[src/rtl/sprite_mover.sv]
// sprite_mover: synchronizes and debounces four active-low pushbuttons and
// steps a clamped sprite position once per frame on the vsync falling edge.
module sprite_mover #(
  parameter int unsigned SCREEN_W        = 640,
  parameter int unsigned SCREEN_H        = 480,
  parameter int unsigned SPRITE_W        = 32,
  parameter int unsigned SPRITE_H        = 32,
  parameter int unsigned STEP            = 2,
  parameter int unsigned DEBOUNCE_CYCLES = 500000,
  parameter int unsigned X_INIT          = 304,
  parameter int unsigned Y_INIT          = 224
) (
  input  logic       clock,
  input  logic       reset,
  input  logic       move_up_n,
  input  logic       move_down_n,
  input  logic       move_left_n,
  input  logic       move_right_n,
  input  logic       vsync_n,
  output logic [9:0] sprite_x,
  output logic [9:0] sprite_y,
  output logic       pos_update,
  output logic [3:0] dir_held
);

  localparam int unsigned CW    = (DEBOUNCE_CYCLES > 1) ? $clog2(DEBOUNCE_CYCLES) : 1;
  localparam int unsigned X_MAX = SCREEN_W - SPRITE_W;
  localparam int unsigned Y_MAX = SCREEN_H - SPRITE_H;

  localparam logic [CW-1:0] CNT_LAST = CW'(DEBOUNCE_CYCLES - 1);
  localparam logic [10:0]   STEP11   = 11'(STEP);
  localparam logic [10:0]   XMAX11   = 11'(X_MAX);
  localparam logic [10:0]   YMAX11   = 11'(Y_MAX);
  localparam logic [9:0]    STEP10   = 10'(STEP);

  // Bit order {vsync, up, down, left, right}; buttons line up with dir_held.
  logic [4:0]    sync1;
  logic [4:0]    sync2;
  logic [3:0]    pressed;
  logic [CW-1:0] cnt [4];
  logic          vs_prev;
  logic          tick;
  logic [10:0]   x_sum;
  logic [10:0]   y_sum;
  logic [9:0]    x_next;
  logic [9:0]    y_next;

  assign pressed = ~sync2[3:0];

  // Two-flop synchronizers, idle-high so reset never looks like a press or edge.
  always_ff @(posedge clock) begin
    if (reset) begin
      sync1 <= '1;
      sync2 <= '1;
    end else begin
      sync1 <= {vsync_n, move_up_n, move_down_n, move_left_n, move_right_n};
      sync2 <= sync1;
    end
  end

  // Per-button debounce: level flips only after DEBOUNCE_CYCLES disagreeing samples.
  always_ff @(posedge clock) begin
    if (reset) begin
      for (int i = 0; i < 4; i++) cnt[i] <= '0;
      dir_held <= '0;
    end else begin
      for (int i = 0; i < 4; i++) begin
        if (pressed[i] == dir_held[i]) begin
          cnt[i] <= '0;
        end else if (cnt[i] == CNT_LAST) begin
          cnt[i]      <= '0;
          dir_held[i] <= ~dir_held[i];
        end else begin
          cnt[i] <= cnt[i] + CW'(1);
        end
      end
    end
  end

  // Registered falling-edge detect on synchronized vsync gives one tick per frame.
  always_ff @(posedge clock) begin
    if (reset) begin
      vs_prev <= 1'b1;
      tick    <= 1'b0;
    end else begin
      vs_prev <= sync2[4];
      tick    <= vs_prev & ~sync2[4];
    end
  end

  // Candidate position: opposing buttons cancel; sums are 11 bits so clamping never sees a wrap.
  always_comb begin
    x_sum  = {1'b0, sprite_x} + STEP11;
    y_sum  = {1'b0, sprite_y} + STEP11;
    x_next = sprite_x;
    y_next = sprite_y;
    if (dir_held[1] && !dir_held[0]) begin
      x_next = (sprite_x >= STEP10) ? (sprite_x - STEP10) : '0;
    end else if (dir_held[0] && !dir_held[1]) begin
      x_next = (x_sum > XMAX11) ? XMAX11[9:0] : x_sum[9:0];
    end
    if (dir_held[3] && !dir_held[2]) begin
      y_next = (sprite_y >= STEP10) ? (sprite_y - STEP10) : '0;
    end else if (dir_held[2] && !dir_held[3]) begin
      y_next = (y_sum > YMAX11) ? YMAX11[9:0] : y_sum[9:0];
    end
  end

  // Position register, updated only on the frame tick; pulse flags a real change.
  always_ff @(posedge clock) begin
    if (reset) begin
      sprite_x   <= 10'(X_INIT);
      sprite_y   <= 10'(Y_INIT);
      pos_update <= 1'b0;
    end else if (tick) begin
      sprite_x   <= x_next;
      sprite_y   <= y_next;
      pos_update <= (x_next != sprite_x) || (y_next != sprite_y);
    end else begin
      pos_update <= 1'b0;
    end
  end

endmodule
[config.mk]
export PLATFORM = sky130hd
export DESIGN_NAME = sprite_mover
export DESIGN_NICKNAME = d
export VERILOG_FILES = /design/src/rtl/sprite_mover.sv
export SDC_FILE = /design/constraint.sdc
export NUM_CORES = 1
export LEC_CHECK = 0
export CORE_ASPECT_RATIO = 0.6
export CORE_UTILIZATION = 66
export DETAILED_ROUTE_END_ITERATION = 8
export PLACE_DENSITY_LB_ADDON = 0.05
export SLEW_MARGIN = 15
export SYNTH_ARGS = -nofsm -noshare
export SYNTH_HDL_FRONTEND = slang
export SYNTH_SLANG_ARGS = --single-unit
[constraint.sdc]
create_clock -name clock -period 6.7 [get_ports clock]
set_input_delay 2.01 -clock clock [delete_from_list [all_inputs] [get_ports clock]]
set_output_delay 2.01 -clock clock [all_outputs]
set_load 0.02 [all_outputs]
# After elaboration in Yosys (flattened, before gate mapping)
# Memory sizes are Yosys's and may differ from the RTL's.
# Index checks and enable logic that the tools add are counted.
# classes
mux	66
reduce_logical	14
n_bitwise	24
eq_ne	10
n_addsub	8
magnitude_cmp	4
# op_table
operator	n
19-bit two-way mux	12
10-bit two-way mux	8
19-bit by 1-bit adder with 19-bit output, second input constant	4
19-bit equality test, second input constant	4
1-bit two-way mux	46
10-bit by 2-bit adder with 11-bit output, second input constant	2
10-bit by 2-bit greater-or-equal comparator with 1-bit output, second input constant	2
10-bit inequality test	2
10-bit by 2-bit subtractor with 10-bit output, second input constant	2
1-bit OR	12
11-bit by 10-bit > comparator with 1-bit output, second input constant	1
11-bit by 9-bit > comparator with 1-bit output, second input constant	1
1-bit inverter	10
2-bit AND reduction	4
1-bit equality test	4
1-bit logical AND	4
1-bit logical NOT	4
4-bit inverter	1
2-bit OR reduction	1
1-bit bitwise AND	1
1-bit logical OR	1
# word_totals
elab_cells	138
in_bits	7
memories	1
regBits	37
ram_bits	76
# mem_list
name	words	width	read_ports	rd_clocked_by_memory_dff	write_ports	line	source
cnt	4	19	4	0	4	40	logic [CW-1:0] cnt [4];

# Longest topological paths before layout
# Gate-level depths: netlist of run 1.
# depth
depth_word	8
mapped_depth	11
mapped_depth_nobuf	10

# Least setup slack after synthesis of run 1
# OpenSTA, ideal clock, no wires.
# synth_timing
path_kind	register -> register
startpoint	register sprite_x[2]
endpoint	register pos_update
required_ps	6578
stages_incl_launch_ff	12
synth_period_minus_slack_ps	3166
setup_time_ps	122
t_arrival_ps	3044
path_slack_ps	3534
path_cell_list	dfxtp_1 > buf_2 > inv_1 > ha_1 > nor3b_2 > a21oi_1 > o311a_1 > nor3b_4 > mux2i_1 > nand3_1 > a211o_1 > o311a_1
# synth_via
elab_chain_cells	7
# synth_rtl
element	line	source
start, declared	20	output logic [9:0] sprite_x,
start signal, assigned	112	sprite_x <= 10'(X_INIT);
start signal, assigned	116	sprite_x <= x_next;
10-bit by 2-bit adder with 11-bit output	93	x_sum = {1'b0, sprite_x} + STEP11;
11-bit by 10-bit > comparator with 1-bit output	100	x_next = (x_sum > XMAX11) ? XMAX11[9:0] : x_sum[9:0];
10-bit two-way mux	100	
10-bit two-way mux	99	end else if (dir_held[0] && !dir_held[1]) begin
10-bit two-way mux	97	if (dir_held[1] && !dir_held[0]) begin
10-bit inequality test *	118	pos_update <= (x_next != sprite_x) || (y_next != sprite_y);
1-bit logical OR *	118	
end signal, assigned	118	
end, declared	22	output logic pos_update,
# Every way passes the cells marked *; elsewhere a longest branch is shown, timed or not.
# A chain may end at the register's enable or synchronous reset.

# Final worst setup path of run 1
# layout_timing
startpoint	register dir_held[1]
endpoint	output port dir_held[1]
# layout_rtl
element	line	source
start, declared	23	output logic [3:0] dir_held
start signal, assigned by index	72	dir_held[i] <= ~dir_held[i];
# No word-level cell between the ends.

==> results of run 1 <==
## logic make-up (layout without fill, tap and decap cells)
group / count (synthesis) / after routing / share of synthesized area
mux: 11 / 11 / 0.01601
flops: 113 / 113 / 0.4347
other cells: 1 / 76 / 0.0005392
simple gates: 388 / 388 / 0.2819
buf+inv: 66 / 90 / 0.03796
xor+xnor: 74 / 74 / 0.09320
compound gates: 118 / 118 / 0.1177
fa+ha+maj: 10 / 10 / 0.01799
## per-stage QoR
step	hold WS, ns	power [uW]	setup WS, ns	util	instances
3_3_place_gp	0.3923	858.6	2.944	0.7515	983
6_report	0.4048	1730	2.617	0.8079	1015
2_1_floorplan	0.3895	843.0	3.534	-	856
4_1_cts	0.4055	1728	2.674	0.8079	1015
3_5_place_dp	0.3937	863.2	2.875	0.7515	983
5_1_grt	0.4148	1770	2.613	0.8079	1015
## area by class of cell
type / count / area share
multi-input combinational: 677 / 0.4861
tap: 135 / 0.02079
sequential: 113 / 0.3722
clock inverter: 11 / 0.01433
timing repair buffer: 32 / 0.03913
inverter: 26 / 0.01201
clock buffer: 21 / 0.05545
## power by group through the flow
stage          Sequential (uW)  Combinational, uW  Clock [uW]
2_1_floorplan              799               43.6           0
3_3_place_gp               806               52.7           0
3_5_place_dp               808               54.9           0
4_1_cts                    795               56.7         876
5_1_grt                    799               66.6         904
6_report                   796               60.0         873
## how the worst max path moves through the flow
| stage | slack, ns | from | cells after the start | end |
|---|---|---|---|---|
| 5_1_grt | 2.61 | dir_held[1] | 1 | dir_held[1] |
| 3_5_place_dp | 2.88 | reset | 4 | cnt[2][13] |
| 4_1_cts | 2.67 | dir_held[1] | 1 | dir_held[1] |
| 2_1_floorplan | 3.53 | sprite_x[2] | 11 | pos_update |
| 6_report | 2.62 | dir_held[1] | 1 | dir_held[1] |
| 3_3_place_gp | 2.94 | reset | 4 | cnt[1][7] |
## sequential cells by signal, indices dropped and copies added (netlist names)
signal      count
tick            1
sync2           5
sprite_x       10
sync1           5
vs_prev         1
dir_held        4
pos_update      1
sprite_y       10
cnt            76
## layout by cell type (no fill, tap or decap), drive strengths merged, types with 17 or more instances in the layout
master,instances
nor2,130
edfxtp,76
conb,76
nand2,69
xor2,48
nand3,43
dfxtp,37
clkdlybuf4s50,31
xnor2,26
inv,25
a21oi,25
o21ai,22
clkbuf,21
nor3,19
or3,18
and3,17
## metal layers
| metal | track usage | part of all wire | vias up |
|---|---|---|---|
| met5 | 0 | 0 | - |
| met4 | 0.1270 | 0.018 | 0 |
| met3 | 0.07778 | 0.11 | 48 |
| met2 | 0.5446 | 0.45 | 436 |
| met1 | 0.4828 | 0.43 | 2924 |
| li1 | - | - | 2913 |
## cells in the mapped netlist (18+ instances only)
cell type	instances	area (sq um)
clkbuf_1	31	116.4
nand3_1	42	210.2
nor2_1	130	488.0
o21ai_0	18	90.09
xor2_1	48	420.4
inv_1	25	93.84
edfxtp_1	76	2282
xnor2_1	26	227.7
a21oi_1	25	125.1
nand2_1	69	259.0
dfxtp_1	37	740.7
nor3_1	18	90.09
or3_1	18	112.6
==> flow_summary.yaml, run 1 <==
job:
  drv_cap: 0
logic_synthesis:
  synth.cell_area_sq_um: 6954
  seq_area_frac_synth: 0.4347
  yosysWarnings: 0
  synth-edff-count: 76
  synthDistinctLibCells: 76
  ys_ff_latch: 113
  syn_area_per_cell_sq_um: 8.904
  synthArstFlopShare: 0
  synthFlopType: "edfxtp_1"
  netlist_instances: 781
setup_path:
  max_stage_delay_ns: 0.86
  rrSetupSlack_ns: 2.92
  cp_num_buf_inv: 1
  critPathCaptureType: "output port"
  slowest_stage: "dfxtp_1"
  critPathMaxFanout: 21
  worstPathArrival_ns: 2.07
  timing.rr.start: "sprite_x[2]"
  start_kind: "flop"
  crit_family: "flip-flops"
  cp_cell_sequence: "clkdlybuf4s50_1"
  required_ns: 4.69
  critPathKind: "flop to output port"
  ff2ff_path_depth: 10
  r2r-end: "pos_update"
clock_tree:
  cts_resized: 0
  insertion_delay_ns: 0.42
  cts_sinks: 113
  htreeDepth: 4
  path_clk_slew_ns: 0.05
  cts_buffers: 17
  cts_root_buf: "clkbuf_16"
  clockBufferDepth: 2
  hold_buffers: 0
  postCtsSetupBuffers: 0
  cts_tree: "yes"
routing:
  drt_pre_antenna_iters: 8
  drtIter0Drc: 988
  wl_um: 18480
  detail_route.wl_per_cell_um: 18.21
  routed-via-count: 6321
  drt.antenna.violating_nets: 0
  drc: 0
  via_per_inst: 6.228
die:
  start_util: 0.6916
  die_h_um: 81.51
  io_pins: 32
  die_area_sq_um: 10960
  coreArea_sq_um: 10050
  num_rows: 28
  fp.dieW_um: 134.5
grt:
  grt_max_degree: 36
  grt_usage: 0.3494
  overflow: 0
  grt_pass1_wl_um: 29170
  grt_pass1_vias: 5737
  antenna_found_initial: 0
cells_and_area:
  design_area_sq_um: 8123
  diodes: 0
  multi_input_area_sq_um: 3949
  area_growth_pct: 16.80
  num-nets-final: 884
  num-fill-cells: 597
  seq_area_sq_um: 3023
  drive_above_1_share: 0.06818
power:
  power.density_nw_per_um2: 212.9
  irDropWorstVdd_uv: 235.4
  p_clk_frac: 0.505
  power.switching_uw: 384.5
  leakage_uw: 0.002862
  switching_share: 0.2223
  p_comb_frac: 0.035
  seq_power_share: 0.460
  power.internal_uw: 1345
hold_path:
  hp-class: "flop to flop"
  min_to: "sync2[1]"
  hp-start: "sync1[1]"
  hold_depth: 1
timing:
  slew_viol_final: 0
  fin_tns_setup_ns: 0
  worst_pin_slew_ns: 0.9137
  timing.fmax_mhz: 244.9
  hold_viol_final: 0
  fin_skew_ns: 0.008100
  finalSetupViolCount: 0
  fin_crit_sh: 0.6094
  timing.final.crit_period_ns: 4.083
  maxSlewHeadroom: 0.3853
  rsz0062_at_grt: "false"
placement:
  dp_hpwl_um: 12320
  place_congestion: 1.025
  dpl-instance-area_sq_um: 7556
  port_buffers: 31
status:
  status: "complete, no violations"
Power figures use the tool's default switching activity.
==> inputs of run 2 (changes only) <==
CORE_UTILIZATION = 61   (was 66)
clock period = 4.2 ns   (was 6.7 ns; I/O delays follow)
==> run 2 against run 1 <==
Effect of this change:
- critical path depth up 9
- non-clock buffer count up 9
- die area up 8.0%
- total power up 64%
- clock-buffer cell count unchanged
- setup slack worse by 1.9 ns
- core utilization down 4.7 points
- clock skew up 0.0024 ns
- worst hold slack better by 0.00080 ns
- critical path type is now flop to flop
- critical endpoint is now pos_update
- largest cell class unchanged
==> flow_summary.yaml, run 2 (synthesis gave the netlist of run 1 again) <==
power:
  power.density_nw_per_um2: 344.7
  leakage_uw: 0.002929
  irDropWorstVdd_uv: 292.0
timing:
  timing.final.crit_period_ns: 3.523
  worst_pin_slew_ns: 0.7771
  rsz0062_at_grt: "false"
  fin_crit_sh: 0.8387
  fin_tns_setup_ns: 0
  hold_ws_ns: 0.4056
  hold_viol_final: 0
  fin_skew_ns: 0.01048
  timing.fmax_mhz: 283.9
  finalSetupViolCount: 0
  maxSlewHeadroom: 0.4771
  slew_viol_final: 0
setup_path:
  worst_path_most_repeated_cell: "o311a_1"
  max_stage_delay_ns: 0.59
  ff2ff_path_depth: 10
  critPathCaptureType: "flop"
  rrSetupSlack_ns: 0.68
  critPathKind: "flop to flop"
  required_ns: 4.50
  slowest_stage: "dfxtp_1"
  cp_cell_sequence: "inv_1 > ha_1 > nor3b_2 > a21oi_1 > o311a_1 > nor3b_4 > nand2_1 > o211a_1 > a211o_1 > o311a_1"
  timing.rr.start: "sprite_x[2]"
  start_kind: "flop"
  critPathMaxFanout: 13
  r2r-end: "pos_update"
  worstPathArrival_ns: 3.82
  cp_num_buf_inv: 1
  crit_family: "compound AO/OA/AOI/OAI gates"
die:
  die_area_sq_um: 11850
  io_pins: 32
  start_util: 0.6431
  coreArea_sq_um: 10810
  die_h_um: 84.71
  num_rows: 29
  fp.dieW_um: 139.8
cells_and_area:
  largest_reg_flops: 76
  diodes: 0
  reg_top3: "cnt (76), sprite_x (10), sprite_y (10)"
  max_flop_register: "cnt"
  area_growth_pct: 18.30
  layout_common_cells: "nor2_1 (130), edfxtp_1 (76), conb_1 (76)"
  final_common_cell: "nor2_1"
  drive_above_1_share: 0.07649
  num-nets-final: 893
hold_path:
  min_to: "sync2[0]"
  hp-class: "flop to flop"
  hp-start: "sync1[0]"
  hold_depth: 1
clock_tree:
  cts_sinks: 113
  insertion_delay_ns: 0.42
  clockBufferDepth: 2
  path_clk_slew_ns: 0.05
  cts_buffers: 17
  cts_tree: "yes"
  htreeDepth: 4
  cts_root_buf: "clkbuf_16"
  postCtsSetupBuffers: 0
  hold_buffers: 0
  cts_resized: 0
status:
  status: "complete, no violations"
routing:
  routed-via-count: 6220
  drt.antenna.violating_nets: 0
  drtIter0Drc: 618
  detail_route.wl_per_cell_um: 17.35
  via_per_inst: 6.051
  drc: 0
  drt_pre_antenna_iters: 5
  wl_um: 17830
job:
  drv_cap: 0
placement:
  place_congestion: 0.9760
  port_buffers: 31
  dp_hpwl_um: 12370
grt:
  antenna_found_initial: 0
  grt_usage: 0.3159
  overflow: 0
  grt_max_degree: 26
  grt_pass1_vias: 5914
  grt_pass1_wl_um: 29170
==> run 2: cell types whose count changed in the layout (fill, tap and decap cells not counted) <==
cell | previous run | this run
clkinvlp_4 | 3 | 1
buf_4 | 1 | 10
clkbuf_8 | 1 | 2
clkinv_2 | 5 | 3
clkbuf_1 | 3 | 2
bufinv_16 | 2 | 3
inv_6 | 0 | 1
clkinv_1 | 1 | 3
==> run 2: worst max-delay path by stage <==
stage                 from    endpoint  slack [ns]  cells after the start
3_5_place_dp   sprite_x[2]  pos_update        0.79                     10
3_3_place_gp   sprite_x[1]  pos_update        0.97                     10
4_1_cts        sprite_x[2]  pos_update        0.76                     10
2_1_floorplan  sprite_x[2]  pos_update        1.03                     11
5_1_grt        sprite_x[2]  pos_update        0.56                     10
6_report       sprite_x[2]  pos_update        0.68                     10
==> run 2: metrics by stage <==
step,setup WS [ns],util,instances,power [uW],cell area [sq um]
global route,0.5584,0.7608,1028,2907,8227
CTS,0.7608,0.7608,1028,2837,8227
global placement,0.9701,0.7055,996,1371,7629
detailed placement,0.7870,0.7055,996,1378,7629
finish,0.6774,0.7608,1028,2836,8227
floorplan,1.034,-,856,1345,7236
==> run 2: report_power, final <==
group	internal [uW]	switching [uW]	leakage [uW]
Clock	958	514	0.000292
Combinational	39.3	57.0	0.00155
Sequential	1230	41.6	0.00109
Total	2220	613	0.00293
==> run 2: final cells by class <==
type | instances | area (sq um)
Clock buffer | 21 | 460.4
Fill cell | 771 | 2586
Inverter | 26 | 97.59
Timing Repair Buffer | 41 | 385.4
Tap cell | 139 | 173.9
Multi-Input combinational cell | 677 | 3949
Sequential cell | 113 | 3023
Clock inverter | 11 | 137.6
==> run 2: routing by layer <==
| metal | GRT usage | routed length, um | part of all wire | vias to the layer above |
|---|---|---|---|---|
| met1 | 0.4316 | 7872 | 0.44 | 2881 |
| met2 | 0.4745 | 7677 | 0.43 | 358 |
| met5 | 0 | 0 | 0 | - |
| li1 | - | - | - | 2937 |
| met4 | 0.1209 | 324 | 0.018 | 0 |
| met3 | 0.09355 | 1960 | 0.11 | 44 |
==> run 2: worst reg2reg max path, delay by kind of cell, from the launching register on <==
kind	cells	cell delay (ns)
adders and majority gates	1	0.39
AOI/OAI and AO/OA	5	1.36
and+or+nand+nor	3	0.91
buffers and inverters	1	0.14
DFF	1	0.59
==> inputs of run 3 (changes only) <==
clock period = 3.6 ns   (was 4.2 ns; I/O delays follow)
==> run 3 against run 2 <==
Effect of this change:
- clock-buffer cell count shrank 3
- cell count is 0.88% higher
- clock power grew 20%
- highest routed layer unchanged
- critical path type unchanged
- critical endpoint is now sprite_y[3]
==> flow_summary.yaml, run 3 (synthesis gave the netlist of run 1 again) <==
placement:
  dp_slack_ns: 0.4201
  place_congestion: 1.003
  dp_hpwl_um: 12740
  port_buffers: 31
grt:
  use_met1: 0.4561
  gr-usage-met2: 0.4800
  grt_max_degree: 26
  grt_pass1_vias: 5926
  busiest_layer: "met2"
  grt.met3_usage: 0.09355
  grt_pass1_wl_um: 29770
  antenna_found_initial: 0
  overflow: 0
  grt_usage: 0.3225
die:
  die_h_um: 84.71
  coreArea_sq_um: 10810
  die_area_sq_um: 11850
  start_util: 0.6431
  num_rows: 29
  io_pins: 32
  fp.dieW_um: 139.8
clock_tree:
  htreeDepth: 4
  cts_tree: "yes"
  postCtsSetupBuffers: 0
  path_clk_slew_ns: 0.06
  cts_root_buf: "clkbuf_16"
  insertion_delay_ns: 0.41
  clockBufferDepth: 2
  cts_buffers: 17
  cts_sinks: 113
  cts_resized: 0
  hold_buffers: 0
power:
  irDropWorstVdd_uv: 330.0
  power.density_nw_per_um2: 403.1
  leakage_uw: 0.002975
routing:
  drtIter0Drc: 792
  wl_um: 18240
  drt_pre_antenna_iters: 6
  routed-via-count: 6268
  drc: 0
  detail_route.wl_per_cell_um: 17.59
  via_per_inst: 6.044
  drt.antenna.violating_nets: 0
timing:
  fin_tns_setup_ns: 0
  timing.fmax_mhz: 302.5
  maxSlewHeadroom: 0.3276
  rsz0062_at_grt: "false"
  slew_viol_final: 0
  worst_pin_slew_ns: 0.9993
  finalSetupViolCount: 0
  hold_viol_final: 0
  layout_setup_ws_ns: 0.2942
  fin_crit_sh: 0.9183
  timing.final.crit_period_ns: 3.306
  fin_skew_ns: 0.01094
cells_and_area:
  area_growth_pct: 19.54
  final_common_cell: "nor2_1"
  num-nets-final: 902
  drive_above_1_share: 0.08686
  reg_top3: "cnt (76), sprite_x (10), sprite_y (10)"
  diodes: 0
  num-fill-cells: 708
  layout_common_cells: "nor2_1 (130), edfxtp_1 (76), conb_1 (76)"
  max_flop_register: "cnt"
  largest_reg_flops: 76
hold_path:
  hp-start: "sync1[3]"
  min_to: "sync2[3]"
  hold_depth: 1
  hp-class: "flop to flop"
setup_path:
  rrSetupSlack_ns: 0.29
  r2r-end: "sprite_y[3]"
  critPathMaxFanout: 11
  ff2ff_path_depth: 9
  cp_cell_sequence: "inv_1 > ha_1 > or3_1 > nor4_1 > o31a_1 > a21o_1 > a221oi_1 > or3_1 > a221oi_1"
  slowest_stage: "dfxtp_1"
  required_ns: 3.91
  critPathKind: "flop to flop"
  worstPathArrival_ns: 3.61
  max_stage_delay_ns: 0.49
  critPathCaptureType: "flop"
  start_kind: "flop"
  timing.rr.start: "sprite_y[2]"
status:
  status: "complete, no violations"
job:
  drv_cap: 0
==> run 3: how the worst max path moves through the flow <==
stage / start / end / slack, ns / depth (start not counted)
5_1_grt: sprite_y[2] / sprite_y[3] / 0.17 / 9
3_3_place_gp: sprite_y[2] / sprite_y[3] / 0.51 / 9
2_1_floorplan: sprite_x[2] / pos_update / 0.43 / 11
3_5_place_dp: sprite_y[2] / sprite_y[3] / 0.42 / 9
6_report: sprite_y[2] / sprite_y[3] / 0.29 / 9
4_1_cts: sprite_y[2] / sprite_y[3] / 0.40 / 9
==> run 3: cell type report <==
type | instances | area, sq um | area share
Clock inverter | 14 | 187.7 | 0.02258
Tap cell | 139 | 173.9 | 0.02092
Clock buffer | 18 | 429.2 | 0.05163
Timing Repair Buffer | 50 | 452.9 | 0.05449
Inverter | 26 | 97.59 | 0.01174
Sequential cell | 113 | 3023 | 0.3636
Multi-Input combinational cell | 677 | 3949 | 0.4750
==> run 3: report_power, final <==
part | internal [uW] | leakage, uW | switching [uW] | total (uW)
Sequential | 1430 | 0.00109 | 47.9 | 1480
Clock | 1150 | 0.000296 | 605 | 1760
Combinational | 45.9 | 0.00159 | 66.9 | 113
==> run 3: through the flow <==
stage / instances / hold WS, ns / cell area (sq um) / utilization / power [uW]
3_3_place_gp: 1005 / 0.3955 / 7696 / 0.7118 / 1601
4_1_cts: 1037 / 0.4144 / 8313 / 0.7688 / 3357
3_5_place_dp: 1005 / 0.3976 / 7696 / 0.7118 / 1607
6_report: 1037 / 0.4090 / 8313 / 0.7688 / 3351
2_1_floorplan: 856 / 0.3895 / 7236 / - / 1569
5_1_grt: 1037 / 0.4269 / 8313 / 0.7688 / 3435
==> run 3: metal layers <==
layer / share of wire / up-vias / wire length [um]
li1: - / 2943 / -
met1: 0.44 / 2911 / 8016
met2: 0.43 / 377 / 7912
met3: 0.11 / 37 / 2077
met4: 0.013 / 0 / 238
met5: 0 / - / 0
==> run 3: worst max-delay path: cells and delay by family, from the launching register on <==
kind                       cells  cell delay [ns]
AOI/OAI and AO/OA              4             1.10
and+or+nand+nor                3             1.05
DFF                            1             0.49
adders and majority gates      1             0.41
buffers and inverters          1             0.15
